==> config.mk <==
export PLATFORM = sky130hd
export DESIGN_NAME = dst_reg_pipeline
export DESIGN_NICKNAME = d
export VERILOG_FILES = /design/src/rtl/dst_reg_pipeline.sv
export SDC_FILE = /design/constraint.sdc
export NUM_CORES = 1
export LEC_CHECK = 0
export ABC_AREA = 1
export CAP_MARGIN = 15
export CORE_AREA = 5 5 84 86
export DETAILED_ROUTE_END_ITERATION = 7
export DIE_AREA = 0 0 89 91
export GPL_TIMING_DRIVEN = 0
export PLACE_DENSITY = 0.79
export RECOVER_POWER = 100
export SKIP_LAST_GASP = 1
export SYNTH_ARGS = -nofsm -noshare
export SYNTH_HDL_FRONTEND = slang
export SYNTH_SLANG_ARGS = --single-unit
==> constraint.sdc <==
create_clock -name clk -period 2.06 [get_ports clk]
set_input_delay 0.309 -clock clk [delete_from_list [all_inputs] [get_ports clk]]
set_output_delay 0.309 -clock clk [all_outputs]
set_load 0.05 [all_outputs]
==> src/rtl/dst_reg_pipeline.sv <==
`default_nettype none
// ============================================================================
// Module   : dst_reg_pipeline
// Brief    : Write-destination tracker for the pipelined MIPS core. Resolves
//            each instruction's GRF write address (A3) from its destination
//            mode and carries A3 plus its Tnew countdown through STAGES
//            pipeline registers (stage 0 = E ... last = W). From the in-flight
//            destinations it derives the D-stage stall request and the
//            per-operand forwarding selects.
// Ports    : clk, reset (async, active-low)
//            d_valid, d_regdst, d_rt, d_rd, d_tnew : instruction in D
//            e_cond                                : condition resolved in E
//            flush, hold                           : pipeline control
//            q_rs, q_rt, q_tuse_rs, q_tuse_rt      : D-stage source queries
//            stage_a3, stage_tnew                  : per-stage A3 / Tnew
//            stall, fwd_rs, fwd_rt                 : hazard outputs
// Revision : 1.0 - initial release
// ============================================================================
module dst_reg_pipeline #(
  parameter int ADDR_W   = 5,
  parameter int STAGES   = 3,   // must be >= 2
  parameter int TNEW_W   = 2,
  parameter int LINK_REG = 31,
  parameter int FWD_W    = $clog2(STAGES + 1)
) (
  input  logic                     clk,
  input  logic                     reset,
  input  logic                     d_valid,
  input  logic [3:0]               d_regdst,
  input  logic [ADDR_W-1:0]        d_rt,
  input  logic [ADDR_W-1:0]        d_rd,
  input  logic [TNEW_W-1:0]        d_tnew,
  input  logic                     e_cond,
  input  logic                     flush,
  input  logic                     hold,
  input  logic [ADDR_W-1:0]        q_rs,
  input  logic [ADDR_W-1:0]        q_rt,
  input  logic [TNEW_W-1:0]        q_tuse_rs,
  input  logic [TNEW_W-1:0]        q_tuse_rt,
  output logic [STAGES*ADDR_W-1:0] stage_a3,
  output logic [STAGES*TNEW_W-1:0] stage_tnew,
  output logic                     stall,
  output logic [FWD_W-1:0]         fwd_rs,
  output logic [FWD_W-1:0]         fwd_rt
);

  localparam logic [ADDR_W-1:0] C_LINK   = ADDR_W'(LINK_REG);
  localparam logic [ADDR_W-1:0] C_ZERO_A = '0;
  localparam logic [3:0]        C_MODE_RT    = 4'd0;
  localparam logic [3:0]        C_MODE_RD    = 4'd1;
  localparam logic [3:0]        C_MODE_LINK  = 4'd2;
  localparam logic [3:0]        C_MODE_CLINK = 4'd3;
  localparam logic [3:0]        C_MODE_CRD   = 4'd4;
  // Any mode >= 5 resolves to $0, so a bubble is simply an unused mode.
  localparam logic [3:0]        C_MODE_NONE  = 4'hF;

  // Stage 0 keeps the raw fields because its address may depend on e_cond.
  logic [3:0]        r_mode0;
  logic [ADDR_W-1:0] r_rt0;
  logic [ADDR_W-1:0] r_rd0;
  logic [TNEW_W-1:0] r_tnew0;

  // Stages >= 1 hold already-resolved addresses.
  logic [ADDR_W-1:0] r_a3     [1:STAGES-1];
  logic [TNEW_W-1:0] r_tnew_hi[1:STAGES-1];

  logic [ADDR_W-1:0] w_res0;   // actual A3 of stage 0 (uses e_cond)
  logic [ADDR_W-1:0] w_cand0;  // conservative hazard address of stage 0

  logic [ADDR_W-1:0] w_res  [0:STAGES-1];
  logic [ADDR_W-1:0] w_cand [0:STAGES-1];
  logic [TNEW_W-1:0] w_tnew [0:STAGES-1];

  logic              w_stall;
  logic [FWD_W-1:0]  w_fwd_rs;
  logic [FWD_W-1:0]  w_fwd_rt;

  function automatic logic [TNEW_W-1:0] f_dec(input logic [TNEW_W-1:0] t);
    return (t == '0) ? '0 : t - TNEW_W'(1);
  endfunction

  // --------------------------------------------------------------------------
  // Stage 0 address resolution. The hazard candidate ignores e_cond so that
  // stall never depends combinationally on the E-stage condition.
  // --------------------------------------------------------------------------
  always_comb begin
    w_res0  = C_ZERO_A;
    w_cand0 = C_ZERO_A;
    case (r_mode0)
      C_MODE_RT: begin
        w_res0  = r_rt0;
        w_cand0 = r_rt0;
      end
      C_MODE_RD: begin
        w_res0  = r_rd0;
        w_cand0 = r_rd0;
      end
      C_MODE_LINK: begin
        w_res0  = C_LINK;
        w_cand0 = C_LINK;
      end
      C_MODE_CLINK: begin
        w_res0  = e_cond ? C_LINK : C_ZERO_A;
        w_cand0 = C_LINK;
      end
      C_MODE_CRD: begin
        w_res0  = e_cond ? r_rd0 : C_ZERO_A;
        w_cand0 = r_rd0;
      end
      default: begin
        w_res0  = C_ZERO_A;
        w_cand0 = C_ZERO_A;
      end
    endcase
  end

  // --------------------------------------------------------------------------
  // Uniform per-stage views and flattened outputs.
  // --------------------------------------------------------------------------
  generate
    for (genvar k = 0; k < STAGES; k++) begin : g_view
      if (k == 0) begin : g_first
        assign w_res[k]  = w_res0;
        assign w_cand[k] = w_cand0;
        assign w_tnew[k] = r_tnew0;
      end else begin : g_rest
        assign w_res[k]  = r_a3[k];
        assign w_cand[k] = r_a3[k];
        assign w_tnew[k] = r_tnew_hi[k];
      end
      assign stage_a3[k*ADDR_W +: ADDR_W]   = w_res[k];
      assign stage_tnew[k*TNEW_W +: TNEW_W] = w_tnew[k];
    end
  endgenerate

  // --------------------------------------------------------------------------
  // Stage registers. Stage 0 -> 1 latches the resolved address, so the
  // e_cond outcome is frozen at the moment the instruction leaves E.
  // --------------------------------------------------------------------------
  always_ff @(posedge clk or negedge reset) begin
    if (!reset) begin
      r_mode0 <= C_MODE_NONE;
      r_rt0   <= '0;
      r_rd0   <= '0;
      r_tnew0 <= '0;
      for (int k = 1; k < STAGES; k++) begin
        r_a3[k]      <= '0;
        r_tnew_hi[k] <= '0;
      end
    end else if (!hold) begin
      if (w_stall || flush || !d_valid) begin
        r_mode0 <= C_MODE_NONE;
        r_rt0   <= '0;
        r_rd0   <= '0;
        r_tnew0 <= '0;
      end else begin
        r_mode0 <= d_regdst;
        r_rt0   <= d_rt;
        r_rd0   <= d_rd;
        r_tnew0 <= d_tnew;
      end
      for (int k = 1; k < STAGES; k++) begin
        r_a3[k]      <= w_res[k-1];
        r_tnew_hi[k] <= f_dec(w_tnew[k-1]);
      end
    end
  end

  // --------------------------------------------------------------------------
  // Stall: any in-flight producer whose result arrives after the consumer's
  // Tuse. Address 0 is excluded, which also neutralises query address 0.
  // --------------------------------------------------------------------------
  always_comb begin
    w_stall = 1'b0;
    for (int k = 0; k < STAGES; k++) begin
      if ((w_cand[k] != C_ZERO_A) && (w_cand[k] == q_rs) && (w_tnew[k] > q_tuse_rs))
        w_stall = 1'b1;
      if ((w_cand[k] != C_ZERO_A) && (w_cand[k] == q_rt) && (w_tnew[k] > q_tuse_rt))
        w_stall = 1'b1;
    end
  end

  // --------------------------------------------------------------------------
  // Forwarding: walk from the farthest stage towards stage 0 so the nearest
  // match overwrites. A nearest match that is not ready yields 0 rather than
  // falling back to an older (stale) copy.
  // --------------------------------------------------------------------------
  always_comb begin
    w_fwd_rs = '0;
    w_fwd_rt = '0;
    for (int k = STAGES - 1; k >= 0; k--) begin
      if ((w_res[k] != C_ZERO_A) && (w_res[k] == q_rs))
        w_fwd_rs = (w_tnew[k] == '0) ? FWD_W'(k + 1) : '0;
      if ((w_res[k] != C_ZERO_A) && (w_res[k] == q_rt))
        w_fwd_rt = (w_tnew[k] == '0) ? FWD_W'(k + 1) : '0;
    end
  end

  assign stall  = w_stall;
  assign fwd_rs = w_fwd_rs;
  assign fwd_rt = w_fwd_rt;

endmodule
`default_nettype wire

## Word-level counts from Yosys, hierarchy flattened

Cells that the tools add are included.

- Bits of input ports: 36
- Register bits: 30

- Equal/unequal tests: 12
- Multiplexer cells: 25
- Add/subtract/negate cells: 2
- $lt $le $gt $ge: 6
- Reduce and logical (&&, ||, !) cells: 27

Operator list:

| kind | count |
|---|---|
| 5-bit equality test | 8 |
| 5-bit one-hot mux with 5 select lines | 1 |
| 2-bit two-way mux | 11 |
| 5-bit two-way mux | 4 |
| 5-bit nonzero test | 4 |
| 5-bit one-hot mux with 3 select lines | 1 |
| 1-bit logical AND | 14 |
| 2-bit greater-than comparator | 6 |
| 4-bit by 2-bit equality test with 1-bit output (second input constant) | 2 |
| 1-bit two-way mux | 7 |
| 2-bit logical NOT | 3 |
| 4-bit by 1-bit equality test with 1-bit output (second input constant) | 1 |
| 4-bit by 3-bit equality test with 1-bit output (second input constant) | 1 |
| 4-bit logical NOT | 1 |
| 4-bit two-way mux | 1 |
| 2-bit OR reduction | 2 |
| 2-bit by 1-bit subtractor with 2-bit output (second input constant) | 2 |
| 1-bit logical OR | 2 |
| 1-bit logical NOT | 1 |

## Longest topological paths before layout

Gate-level depths: netlist of the first run.

- Depth in word-level cells: 15
- Depth in mapped cells: 15
- Depth with buffers taken out: 15

## Worst setup path after synthesis of the first run

OpenSTA, ideal clock, no wires.

- Path kind: reg2out
- Start point: reg r_mode0[0]
- End point: out fwd_rs[1]
- Path slack: -711 ps
- Stages on the path, launching flop included: 9
- Arrival: 2462 ps
- Path buffers: 0
- Cells stage by stage: dfstp_2 -> inv_1 -> o211ai_2 -> nand3_2 -> nor3_1 -> nand2_1 -> nand2_1 -> nor2_2 -> a21oi_1

- Cells in the longest elaborated chain, start to end: 5
- Elaborated cells on any way between the ends: 10

Ends and longest elaborated chain:

| element | line | source |
|---|---|---|
| start, declared | 58 | `logic [3:0] r_mode0;` |
| start signal, assigned | 157 | `r_mode0 <= d_regdst;` |
| 4-bit by 3-bit equality test with 1-bit output (tied with other cells) | 89 | `case (r_mode0)` |
| 5-bit one-hot mux with 5 select lines (*) | 89 |  |
| named net stage_a3[2] | 40 | `output logic [STAGES*ADDR_W-1:0] stage_a3,` |
| 5-bit equality test / 5-bit nonzero test (equally long branches) | 192 | `if ((w_res[k] != C_ZERO_A) && (w_res[k] == q_rs))` |
| 1-bit logical AND (*) | 192 |  |
| 2-bit two-way mux (*) | 192 |  |
| end, declared | 43 | `output logic [FWD_W-1:0] fwd_rs,` |

The timed path passes the listed nets; every way through them passes the cells marked *.

## Worst setup path after layout of the first run

- Start point: reg r_mode0[0]
- End point: out fwd_rt[0]

- Cells in the longest elaborated chain, start to end: 5
- Elaborated cells on any way between the ends: 10

Ends and longest elaborated chain:

| element | line | source |
|---|---|---|
| 4-bit by 3-bit equality test with 1-bit output (tied with other cells) | 89 |  |
| 5-bit one-hot mux with 5 select lines (*) | 89 |  |
| 5-bit equality test / 5-bit nonzero test (equally long branches) | 194 | `if ((w_res[k] != C_ZERO_A) && (w_res[k] == q_rt))` |
| 1-bit logical AND (*) | 194 |  |
| 2-bit two-way mux (*) | 194 |  |
| end, declared | 44 | `output logic [FWD_W-1:0] fwd_rt` |

Mark *: on every way between the ends. The rest lies on a longest branch, timed or not.

==> results of run 1 <==
==> kinds of logic (layout without fill, tap and decap cells) <==
group	after synthesis	in the layout	share of synthesized area
and+or+nand+nor	227	227	0.426
buffers and inverters	67	156	0.0975
AOI/OAI and AO/OA	30	30	0.0655
DFF	30	30	0.280
xor gates and xnor gates	23	23	0.0747
adders and majority gates	12	12	0.0557
==> state kept, by name, summed over array words and instances, names as in the netlist <==
register	count
stage_a3	10
r_rd0	5
r_rt0	5
r_mode0	4
stage_tnew	4
r_tnew0	2
==> power breakdown <==
| part | total (µW) | internal (µW) | leakage, µW | switching, µW |
|---|---|---|---|---|
| Combinational | 366 | 159 | 0.00158 | 207 |
| Clock | 737 | 516 | 0.0000714 | 221 |
| Sequential | 648 | 616 | 0.000376 | 31.9 |
| Total | 1750 | 1290 | 0.00203 | 460 |
==> how the worst max path moves through the flow <==
stage / start / end / slack [ns] / cells past startpoint
final: r_mode0[0] / fwd_rt[0] / -0.63 / 10
after global routing: r_mode0[0] / fwd_rt[0] / -0.78 / 11
after CTS: r_mode0[0] / fwd_rt[0] / -0.62 / 11
after floorplan: r_mode0[0] / fwd_rt[0] / -0.28 / 7
after global placement: e_cond / fwd_rt[0] / -1.12 / 11
after detailed placement: e_cond / fwd_rt[0] / -1.22 / 11
==> layer usage <==
metal / vias up / wire, µm
met5: - / 0
li1: 1413 / -
met2: 102 / 3800
met4: 0 / 137
met3: 15 / 516
met1: 1288 / 3340
==> layout make-up <==
cell class,count,area [µm²],area share
buffer,10,51.3,0.0130
clock buffer,6,82.6,0.0209
clock inverter,2,60.1,0.0152
inverter,57,216,0.0547
multi-input combinational,292,1880,0.476
sequential,30,773,0.196
tap,77,96.3,0.0244
timing repair buffer,81,792,0.200
==> worst reg2reg max path, stage by stage (launching register included) <==
cell     delay [ns]
dfstp_2        0.38
buf_6          0.11
nor2_4         0.26
nand2_4        0.11
buf_6          0.14
nand2_8        0.10
nand2_4        0.09
nand2_8        0.10
nor2_1         0.05
nor2_2         0.11
nand3_2        0.08
nand2_2        0.08
nand2_4        0.06
buf_6          0.13
buf_6          0.12
nand4_1        0.09
nand2_1        0.06
==> timing repair <==
action                     in CTS  in global routing
cloned                          0                  0
setup endpoints to repair      14                 20
buffers inserted               10                 11
gates resized for setup        72                 29
pin swaps                      12                  9
==> per-stage QoR <==
stage / hold slack (ns) / TNS [ns] / instances
after floorplan: 0.0134 / -0.956 / 389
after global placement: 0.465 / -10.16 / 525
after detailed placement: 0.477 / -11.27 / 526
after CTS: 0.463 / -3.08 / 544
after global routing: 0.515 / -6.12 / 555
final: 0.454 / -3.89 / 555
==> layout by cell type, fill, tap and decap left out, drive strengths merged <==
cell type        n
a211oi           1
a21oi           10
and2             1
buf             33
bufinv           2
clkbuf          14
clkdlybuf4s50   48
clkinv           1
dfrtp           26
dfstp            4
dlygate4sd2      1
dlygate4sd3      1
ha              12
inv             56
nand2          118
nand3           28
nand4           22
nor2            48
nor2b            1
nor3             6
nor4             1
o211ai           1
o21ai           16
o21bai           2
or2              2
xnor2            7
xor2            16
==> flow_metrics.py, run 1 <==
metrics = {
    "final_layout": {
        "final_layout_size_suffix_gt1_frac": 0.282,
        "insertedDiodeCount": 0,
        "fin_area_um2": 3960,
        "fin_nets": 525,
        "final_util": 0.637,
        "fillers": 560,
        "synthToLayoutAreaGrowth_pct": 46.8,
    },
    "clocking": {
        "cts_sinks": 30,
        "cts.clk_slew.worst_paths_ns": 0.07,
        "numCtsBuffers": 5,
        "clockBufferDepth": 2,
        "cts.root.buffer_cell": "clkbuf_8",
        "cts_hold_buf": 0,
        "cts_tree": "done",
        "worstSkewPairLatency_ns": 0.28,
        "h-tree-depth": 2,
    },
    "timing": {
        "worst_pin_slew_ns": 0.768,
        "grt_setup_unrepaired": "yes",
        "clock_skew_ns": 0.00720,
        "timing.final.crit_share": 1.31,
        "slew_headroom": 0.488,
        "setup_viol": 15,
        "setup_ws_ns": -0.631,
        "finalHoldViolCount": 0,
        "fmax_mhz": 372,
        "layout_min_cycle_time_ns": 2.69,
        "slew_violations": 0,
    },
    "routing": {
        "route.detailed.drc": 0,
        "via_per_inst": 5.08,
        "vias": 2818,
        "wl_per_cell_um": 14.0,
        "postRouteAntennaNets": 0,
        "first_iter_violations": 85,
        "routed_wl_um": 7790,
        "first_pass_iters": 6,
    },
    "place": {
        "place.gp.congestion": 0.919,
        "dpl_cell_area_um2": 3510,
        "pre_cts_slack_ns": -1.22,
        "io_buffer_count": 59,
        "hpwl_um": 5980,
    },
    "pwr": {
        "totalPowerFinal_uw": 1750,
        "p_leak_uw": 0.00203,
        "cellPowerDensity_nw_per_um2": 443,
        "max-vdd-ir-drop_mv": 0.359,
    },
    "critical_path": {
        "reg2reg_slack_ns": -0.12,
        "reg2reg_from": "r_mode0[2]",
        "critPathMaxStageDelay_ns": 0.58,
        "cp_slowest_cell": "dfstp_2",
        "start_kind": "flop",
        "cp_data_arrival_time_ns": 2.38,
        "cp-end-kind": "output pin",
        "worstSetupPathType": "flop to output pin",
        "path_cells": "inv_4, o211ai_4, buf_6, nand3_4, nor3_2, nand2_1, nand4_1, nand2_1, o21ai_4, buf_6",
        "r2r-end": "r_rd0[1]",
        "reg2reg_depth": 16,
        "required_ns": 1.75,
        "cp_top_family": "simple AND/OR/NAND/NOR gates",
        "crit_fanout": 5,
        "cp_num_buf_inv": 3,
    },
    "yosys": {
        "synthCells": 389,
        "syn-mean-instance-area_um2": 6.93,
        "yosysWarnings": 0,
        "ys_types": 34,
        "ys_ff_latch": 30,
        "synth-edff-count": 0,
        "ys.flop_type": "dfrtp_1",
        "synth-seq-area-share": 0.280,
        "synth_commonest_cells": "nand2_1, inv_1, nor2_1, dfrtp_1, nand4_1",
        "synth_area_leaders": "dfrtp_1, nand2_1, inv_1, ha_1, xor2_1",
        "ys_async_sr_fraction": 1.00,
        "syn-num-nets": 437,
        "yosysTopAreaCell": "dfrtp_1",
        "syn-cell-area_um2": 2700,
        "synth.most_common_cell": "nand2_1",
        "netlist.area_leader.share": 0.241,
    },
    "outcome": {
        "status": "finished with violations",
        "violations": "setup timing",
    },
    "global_routing": {
        "met1_usage": 0.251,
        "grt_pass1_vias": 2535,
        "grt_pass1_wl_um": 12100,
        "grtUsageMet2": 0.319,
        "grt_max_degree": 17,
        "overflow": 0,
        "grt-busiest-layer": "met2",
        "antenna_found_initial": 0,
        "met3_usage": 0.0208,
        "grt_use_total": 0.187,
    },
    "floorplan": {
        "coreArea_um2": 6200,
        "die_h_um": 91,
        "ioPinCount": 62,
        "die_w_um": 89,
        "num_rows": 29,
        "dieArea_um2": 8100,
        "start_util": 0.434,
    },
    "worst_hold_path": {
        "hp-class": "input pin to flop",
        "whs_endpoint": "r_mode0[3]",
        "worstHoldStart": "hold",
        "whs_path_depth": 5,
    },
    "flow_run": {
        "cap_violations": 0,
    },
}
Note: power is estimated with default switching activity, not from simulation.
==> inputs of run 2 (changes only) <==
--- a/config.mk
+++ b/config.mk
@@ -10,7 +10,6 @@
 export CORE_AREA = 5 5 84 86
 export DETAILED_ROUTE_END_ITERATION = 7
 export DIE_AREA = 0 0 89 91
-export GPL_TIMING_DRIVEN = 0
 export PLACE_DENSITY = 0.79
 export RECOVER_POWER = 100
 export SKIP_LAST_GASP = 1
==> run 2 against run 1 <==
Effect of this change:
- the run still ends with setup timing left
- clock power is 32% lower
- largest power group is now sequential cells
- count of clock-buffer cells in the layout is 1 higher
- critical path depth is 1 lower
- non-clock buffer count is 35 higher
- critical path type unchanged
- total power is 11% lower
- largest cell class unchanged
- die area stayed put
- sequential power is 0.6% lower
- sequential share of layout area is 1.1 points lower
==> flow_metrics.py, run 2 (synthesis results as in run 1) <==
metrics = {
    "global_routing": {
        "met3_usage": 0.0353,
        "grt_pass1_wl_um": 13400,
        "antenna_found_initial": 0,
        "grtUsageMet2": 0.367,
        "grt_pass1_vias": 2894,
        "grt_use_total": 0.208,
        "grt_max_degree": 42,
        "met1_usage": 0.259,
        "grt-busiest-layer": "met2",
        "overflow": 0,
    },
    "timing": {
        "finalHoldViolCount": 0,
        "grt_setup_unrepaired": "yes",
        "layout_min_cycle_time_ns": 2.64,
        "slew_headroom": 0.450,
        "slew_violations": 0,
        "fmax_mhz": 378,
        "timing.final.crit_share": 1.28,
        "clock_skew_ns": 0.00828,
        "setup_viol": 22,
        "worst_pin_slew_ns": 0.825,
        "setup_ws_ns": -0.582,
        "timing.hold.ws_ns": 0.488,
    },
    "critical_path": {
        "crit_fanout": 5,
        "cp_num_buf_inv": 3,
        "critPathMaxStageDelay_ns": 0.55,
        "required_ns": 1.75,
        "worstSetupPathType": "flop to output pin",
        "cp-end-kind": "output pin",
        "start_kind": "flop",
        "cp_slowest_cell": "dfstp_2",
        "cp_data_arrival_time_ns": 2.33,
        "cp_top_family": "flip-flops",
        "path_cells": "inv_4, o211ai_4, buf_6, nand3_4, xor2_1, nor2_1, nand4_1, o21ai_4, buf_12",
    },
    "final_layout": {
        "fin_nets": 560,
        "synthToLayoutAreaGrowth_pct": 55.3,
        "final_cell_mix": "nand2_1, buf_4, inv_1, clkdlybuf4s50_1, nor2_1",
        "insertedDiodeCount": 0,
        "final_layout_size_suffix_gt1_frac": 0.320,
        "final_util": 0.675,
        "largest_reg_flops": 10,
        "stdcell_count": 590,
        "layout_commonest_cell": "nand2_1",
        "fin_area_um2": 4190,
    },
    "place": {
        "hpwl_um": 6420,
        "dpl.cell_count": 577,
        "io_buffer_count": 61,
        "dpl_cell_area_um2": 4020,
        "place.gp.congestion": 0.945,
    },
    "routing": {
        "vias": 2991,
        "wl_per_cell_um": 13.8,
        "via_per_inst": 5.07,
        "first_iter_violations": 191,
        "postRouteAntennaNets": 0,
        "routed_wl_um": 8150,
        "route.detailed.drc": 0,
        "first_pass_iters": 5,
    },
    "floorplan": {
        "dieArea_um2": 8100,
        "start_util": 0.434,
        "die_w_um": 89,
        "die_h_um": 91,
        "coreArea_um2": 6200,
        "num_rows": 29,
        "ioPinCount": 62,
    },
    "pwr": {
        "cellPowerDensity_nw_per_um2": 371,
        "p_sw_frac": 0.305,
        "p_leak_uw": 0.00220,
        "p_clk_frac": 0.321,
        "combPwrFrac": 0.264,
        "max-vdd-ir-drop_mv": 0.302,
        "pwr-share-seq": 0.415,
        "internal-power_uw": 1080,
        "totalPowerFinal_uw": 1550,
        "power_switching_uw": 475,
    },
    "clocking": {
        "numCtsBuffers": 5,
        "cts.root.buffer_cell": "clkbuf_8",
        "cts.clk_slew.worst_paths_ns": 0.06,
        "cts_tree": "done",
        "worstSkewPairLatency_ns": 0.29,
        "cts_sinks": 30,
        "clockBufferDepth": 2,
        "h-tree-depth": 2,
    },
    "worst_hold_path": {
        "hp-class": "flop to flop",
    },
    "outcome": {
        "status": "finished with violations",
        "violations": "setup timing",
    },
    "flow_run": {
        "cap_violations": 0,
    },
}
## run 2: layout make-up
class	instances	area, µm²
clock buffers	7	86.3
inverters	57	216
fillers	509	2020
multi-input cells	292	1800
clock inverters	1	5.00
well taps	77	96.3
flip-flops and latches	30	773
repair buffers	126	1200
## run 2: worst min-delay path, stage by stage, from the launching register on
cell and delay, ns:
dfrtp_1 0.35, nand2_1 0.05, nand2_1 0.05
## run 2: path summary, 6_finish.rpt
kind                       startpoint           to  slack (ns)  depth (start not counted)
setup / recovery           r_mode0[0]    fwd_rt[0]       -0.58                          9
hold / removal               r_rt0[1]     r_rt0[1]        0.49                          2
setup reg to reg           r_mode0[0]   r_tnew0[0]       -0.15                         17
hold reg to reg              r_rt0[1]     r_rt0[1]        0.49                          2
max in group asynchronous       reset  stage_a3[6]        0.91                          2
min in group asynchronous       reset  stage_a3[9]        0.61                          2
## run 2: timing repair
action / CTS / global route
hold buffers: 0 / 0
buffers inserted: 2 / 5
endpoints found under the setup margin: 25 / 26
hold endpoints to repair: 0 / 0
pin swaps: 10 / 10
resized for setup: 7 / 8
## run 2: power groups by stage
stage	logic (µW)	registers, µW	clock network [µW]
6_report	411	644	499
5_1_grt	451	647	539
4_1_cts	412	644	508
3_5_place_dp	405	654	0
3_3_place_gp	394	653	0
2_1_floorplan	173	673	0
## run 2: routing by layer
metal	up-vias	routed length [µm]
met2	113	4020
li1	1485	-
met3	19	595
met5	-	0
met1	1374	3380
met4	0	153
## run 2: stage by stage
stage | setup WS, ns | TNS, ns
after floorplan | -0.280 | -0.956
after global placement | -0.429 | -5.62
after detailed placement | -0.528 | -6.53
after CTS | -0.571 | -3.47
after global routing | -0.720 | -7.81
final | -0.582 | -3.94
